$ cat src/rtl/handshake_initiator.sv
// Source-side driver for the full-handshake bus: buffers upstream words in a FIFO and
// issues them one at a time as level-valid requests. Optional macro: HS_INIT_TIMEOUT_EN.
module handshake_initiator #(
  parameter int WIDTH      = 1,
  parameter int DEPTH_LOG2 = 2,
  parameter int TIMEOUT    = 1024,
  parameter int CNT_WIDTH  = 16
) (
  input  logic                 clk,
  input  logic                 rst,
  input  logic [WIDTH-1:0]     in_data,
  input  logic                 in_val,
  output logic                 in_rdy,
  output logic [WIDTH-1:0]     hs_data,
  output logic                 hs_val,
  input  logic                 hs_ack,
  output logic                 busy,
  output logic [CNT_WIDTH-1:0] tx_count,
  output logic                 err
);

  localparam int DEPTH = 1 << DEPTH_LOG2;
  localparam logic [0:0] IDLE = 1'b0;
  localparam logic [0:0] REQ  = 1'b1;

  if (DEPTH_LOG2 < 1 || TIMEOUT < 2) begin : g_param_chk
    $error("handshake_initiator: DEPTH_LOG2 must be >= 1 and TIMEOUT >= 2");
  end

  logic [WIDTH-1:0]    mem [DEPTH];
  logic [DEPTH_LOG2:0] wr_ptr, rd_ptr, fill;
  logic                full, empty, push, load, done, expire;
  logic [0:0]          state;

  assign fill   = wr_ptr - rd_ptr;
  assign full   = fill[DEPTH_LOG2];
  assign empty  = (fill == '0);
  // Ready is forced low while rst is asserted, before the pointers have been cleared.
  assign in_rdy = !rst && !full;
  assign push   = in_val && in_rdy;
  assign hs_val = (state == REQ);
  assign busy   = !empty || hs_val;
  assign done   = hs_val && (hs_ack || expire);
  assign load   = (!hs_val || done) && !empty;

  always_ff @(posedge clk) begin
    if (push) mem[wr_ptr[DEPTH_LOG2-1:0]] <= in_data;
  end

  always_ff @(posedge clk) begin
    if (rst) begin
      state    <= IDLE;
      wr_ptr   <= '0;
      rd_ptr   <= '0;
      hs_data  <= '0;
      tx_count <= '0;
    end else begin
      if (push) wr_ptr <= wr_ptr + 1'b1;
      if (load) begin
        rd_ptr  <= rd_ptr + 1'b1;
        hs_data <= mem[rd_ptr[DEPTH_LOG2-1:0]];
        state   <= REQ;
      end else if (done) begin
        state <= IDLE;
      end
      if (hs_val && hs_ack) tx_count <= tx_count + CNT_WIDTH'(1);
    end
  end

`ifdef HS_INIT_TIMEOUT_EN
  localparam int TO_W = $clog2(TIMEOUT);

  logic [TO_W-1:0] to_cnt;

  // An ack in the same cycle as the limit wins: the word counts and no error is raised.
  assign expire = hs_val && !hs_ack && (to_cnt == TO_W'(TIMEOUT - 1));

  always_ff @(posedge clk) begin
    if (rst) begin
      to_cnt <= '0;
      err    <= 1'b0;
    end else begin
      err <= expire;
      if (load) to_cnt <= '0;
      else if (hs_val && !hs_ack) to_cnt <= to_cnt + 1'b1;
    end
  end
`else
  assign expire = 1'b0;
  assign err    = 1'b0;
`endif

endmodule

$ cat config.mk
export PLATFORM = sky130hd
export DESIGN_NAME = handshake_initiator
export DESIGN_NICKNAME = d
export VERILOG_FILES = /design/src/rtl/handshake_initiator.sv
export SDC_FILE = /design/constraint.sdc
export NUM_CORES = 1
export LEC_CHECK = 0
export ABC_CLOCK_PERIOD_IN_PS = 5400
export CORE_MARGIN = 5
export CORE_UTILIZATION = 57
export CTS_BUF_LIST = sky130_fd_sc_hd__clkbuf_4
export DETAILED_ROUTE_END_ITERATION = 10
export PLACE_DENSITY = 0.93
export REMOVE_ABC_BUFFERS = 1
export SLEW_MARGIN = 20
export SYNTH_ARGS = -nofsm -noshare
export SYNTH_HDL_FRONTEND = slang
export SYNTH_SLANG_ARGS = --single-unit
$ cat constraint.sdc
create_clock -name clk -period 5.4 [get_ports clk]
set_input_delay 1.08 -clock clk [delete_from_list [all_inputs] [get_ports clk]]
set_output_delay 1.08 -clock clk [all_outputs]
set_load 0.005 [all_outputs]
==> reports/metrics.sh <==
RUN_STATUS='finished, final reports clean'
DIE-HEIGHT_UM=59.6
SYNTH_SEQ_AREA_SHARE=0.429
CP_DATA_REQUIRED_TIME_NS=4.32
GLOBALROUTEOVERFLOWTOTAL=0
POST-ROUTE-DRC-COUNT=0
SYNTH_SEQ_CELLS=28
CRITICAL_PATH.SLOWEST_CELL='sky130_fd_sc_hd__clkdlybuf4s50_1'
SYNTHSIMPLEGATEAREAFRAC=0.257
DRV_CAP=0
ROUTE.FINAL.WIRE_LENGTH_MM=2.68
DESIGN.CORE.AREA_UM2=2410
SETUP_TNS_NS=0
POST_SYNTH_MAIN_AREA_CONTRIBUTORS='sky130_fd_sc_hd__dfxtp_1 (34%), sky130_fd_sc_hd__edfxtp_1 (8.6%), sky130_fd_sc_hd__ha_1 (6.3%)'
WORST-PATH-BUF-INV=2
CLOCK_SINKS=28
AREA_GROWTH_SYN_TO_LAYOUT_PCT=20.9
ANT_NETS=0
FIRST_GLOBAL_VIAS=1095
IO_PINS=26
LAYOUT_WORST_PATH_CYCLE_SHARE=0.684
FIRST_PASS_GRT_WIRE_LENGTH_MM=4.52
POSTSYNTHCELLCOUNT=140
FINALMAXSLEWVIOLATIONS=0
FINALCRITICALPERIOD_NS=3.70
FINALWEIGHTEDCONGESTION=0.720
REPORT.POWER.TOTAL_mW=0.545
CTS_MADE_BUFFERS=3
WS_PATH_TYPE='reg2out'
SYNTHARSTFLOPSHARE=0
FINALINSTANCEAREA_UM2=1690
CTS_ROOT_BUFFER='sky130_fd_sc_hd__clkbuf_4'
HTREEDEPTH=1
SETUP_VIOL_COUNT_FINAL=0
SYNTH.DISTINCT_CELLS=38
STD_CELL_ROWS=18
CRIT_CHAIN='inv_1 > ha_1 > fa_1 > xor3_2 > or3_1 > clkdlybuf4s50_1'
CRIT_FANOUT=5
GRT_ANTENNA_BEFORE_REPAIR=0
SYNTH.TOP_CELL.AREA_SHARE=0.343
CTS.CLK_SLEW.WORST_PATHS_NS=0.14
START_UTIL=0.582
GR-USAGE-ALL-LAYERS=0.168
YOSYS.AREA_SHARE.ADDER=0.0768
DR.FIRST_ITER.DRC_COUNT=19
DIE_WIDTH_UM=59.6
GRT_SETUP_UNREPAIRED='false'
VIAS=1049
ARRIVAL_NS=2.62
SYNTH_ENABLE_FLOP_CELLS=4
POST_CTS.REPAIR.SETUP_BUFFERS=0
YOSYS_WARNINGS=0
WORSTSKEWPAIRLATENCY_NS=0.33
STARTPOINT_TYPE='flop'
HOLD_CLASS='reg2reg'
NETS=179
FIN_HOLD_WS_NS=0.526
DRT_PASS1_ITERATIONS=4
SYNTH_TOP_FLOP_CELL='sky130_fd_sc_hd__dfxtp_1'
TIMING.CRITICAL_PATH.SLOWEST_CELL_DELAY_NS=0.45
DRIVE_GT1_FRAC=0.0970
MAXCLOCKFREQUENCY_MHz=271
FP.DIEAREA_UM2=3550
CRITICAL_PATH_END_TYPE='output pin'
POST-SYNTH-TOP-COUNT-CELL='sky130_fd_sc_hd__dfxtp_1'
CTSHOLDBUFFERS=0
ANTENNA_CELLS_INSERTED=0
SYNTH.TOP_CELLS.BY_COUNT='sky130_fd_sc_hd__dfxtp_1 (24), sky130_fd_sc_hd__nor2_1 (19), sky130_fd_sc_hd__nand3_1 (9), sky130_fd_sc_hd__xnor2_1 (9)'
CTS_TREE='done'
P_LEAK_nW=0.619
SYNTH.AVG_CELL_AREA_UM2=10.0
NUMPORTBUFFERS=24
IRDROPWORSTVDD_mV=0.229
YOSYS.AREA_SHARE.XOR_XNOR=0.0866
MAX-CLOCK-PATH-BUFFERS=2
POST_CTS_RESIZE_COUNT=0
FINAL-HOLD-VIOLATION-COUNT=0
POST_SYNTH_MUX_AREA_SHARE=0.0696
WL_PER_CELL_UM=13.8
FIN_SKEW_NS=0.00604
SYNTH_COMPOUND_AREA_FRAC=0.0518
POST-DP-HPWL_MM=2.00
AVERAGE_VIA_COUNT_PER_STANDARD_CELL=5.38
POWER.DENSITY_nW_PER_UM2=322
MAXIMUM_NUMBER_OF_PINS_ON_ONE_NET_BEFORE_GLOBAL_ROUTE_REPAIR=31
SYNTH_TOP_FAMILY_BY_AREA='simple AND/OR/NAND/NOR gates'
LIBRARY_CELL_WITH_THE_LARGEST_SUMMED_AREA_AFTER_SYNTHESIS='sky130_fd_sc_hd__dfxtp_1'
PLACED_AREA_UM2=1670
CP_TOP_FAMILY='adder cells'
MAPPEDNETLISTAREA_UM2=1400
-- state kept, by name (all words and copies together) (netlist names) --
register,count
tx_count,16
wr_ptr,3
rd_ptr,3
hs_val,1
mem,4
hs_data,1
-- cells in the final DEF, fill, tap and decap left out, types with 2 or more instances in the layout --
cell type,count
sky130_fd_sc_hd__inv_1,5
sky130_fd_sc_hd__mux2i_1,3
sky130_fd_sc_hd__or3_1,4
sky130_fd_sc_hd__a21oi_1,5
sky130_fd_sc_hd__nor4_1,3
sky130_fd_sc_hd__edfxtp_1,4
sky130_fd_sc_hd__xor2_1,2
sky130_fd_sc_hd__mux2_2,4
sky130_fd_sc_hd__clkdlybuf4s50_1,24
sky130_fd_sc_hd__clkbuf_4,3
sky130_fd_sc_hd__dfxtp_1,24
sky130_fd_sc_hd__and2_1,3
sky130_fd_sc_hd__xnor2_1,9
sky130_fd_sc_hd__nand2b_1,2
sky130_fd_sc_hd__nor3_1,4
sky130_fd_sc_hd__ha_1,7
sky130_fd_sc_hd__nor2_1,19
sky130_fd_sc_hd__nand3_1,9
sky130_fd_sc_hd__nand2_1,7
sky130_fd_sc_hd__o21ai_0,3
sky130_fd_sc_hd__nor2b_1,3
-- metal layers --
| layer | track usage | wire length (um) | vias up |
|---|---|---|---|
| li1 | - | - | 531 |
| met1 | 0.191 | 1160 | 496 |
| met2 | 0.290 | 1360 | 17 |
| met3 | 0.0392 | 109 | 5 |
| met4 | 0.0854 | 51 | 0 |
| met5 | 0 | 0 | - |
-- area by class of cell --
type	instances	area (um2)
Multi-Input combinational cell	103	763
Fill cell	166	716
Sequential cell	28	601
Timing Repair Buffer	25	248
Tap cell	30	37.5
Clock buffer	3	22.5
Inverter	5	18.8
Clock inverter	1	3.75
-- kinds of logic after synthesis --
logic type / after synthesis
compound gates: 12
xor+xnor: 12
fa+ha+maj: 8
buf+inv: 9
flops: 28
mux: 8
other cells: 1
simple gates: 62
-- stage by stage --
step / setup slack [ns] / util / std cells
finish: 1.70 / 0.703 / 195
global route: 1.58 / 0.703 / 195
CTS: 1.68 / 0.703 / 195
detailed placement: 1.93 / 0.692 / 191
global placement: 1.94 / 0.692 / 191
floorplan: 2.61 / - / 136
-- worst min-delay path, delay by kind of cell, from the launching register on --
kind	cells	cell delay (ns)
compound gates	1	0.06
flops	1	0.37
simple gates	1	0.07
-- power by group --
part	switching, mW	internal [mW]
Sequential	0.0259	0.232
Clock	0.0599	0.0272
Combinational	0.0963	0.104
-- final timing paths --
check                            startpoint          end  slack [ns]  cells past startpoint
worst min-delay path            tx_count[1]  tx_count[1]        0.53                      2
worst max register to register    wr_ptr[0]       mem[3]        3.10                      6
worst min register to register  tx_count[1]  tx_count[1]        0.53                      2
worst max-delay path              wr_ptr[0]         busy        1.70                      6
(Power assumes the default switching activity.)
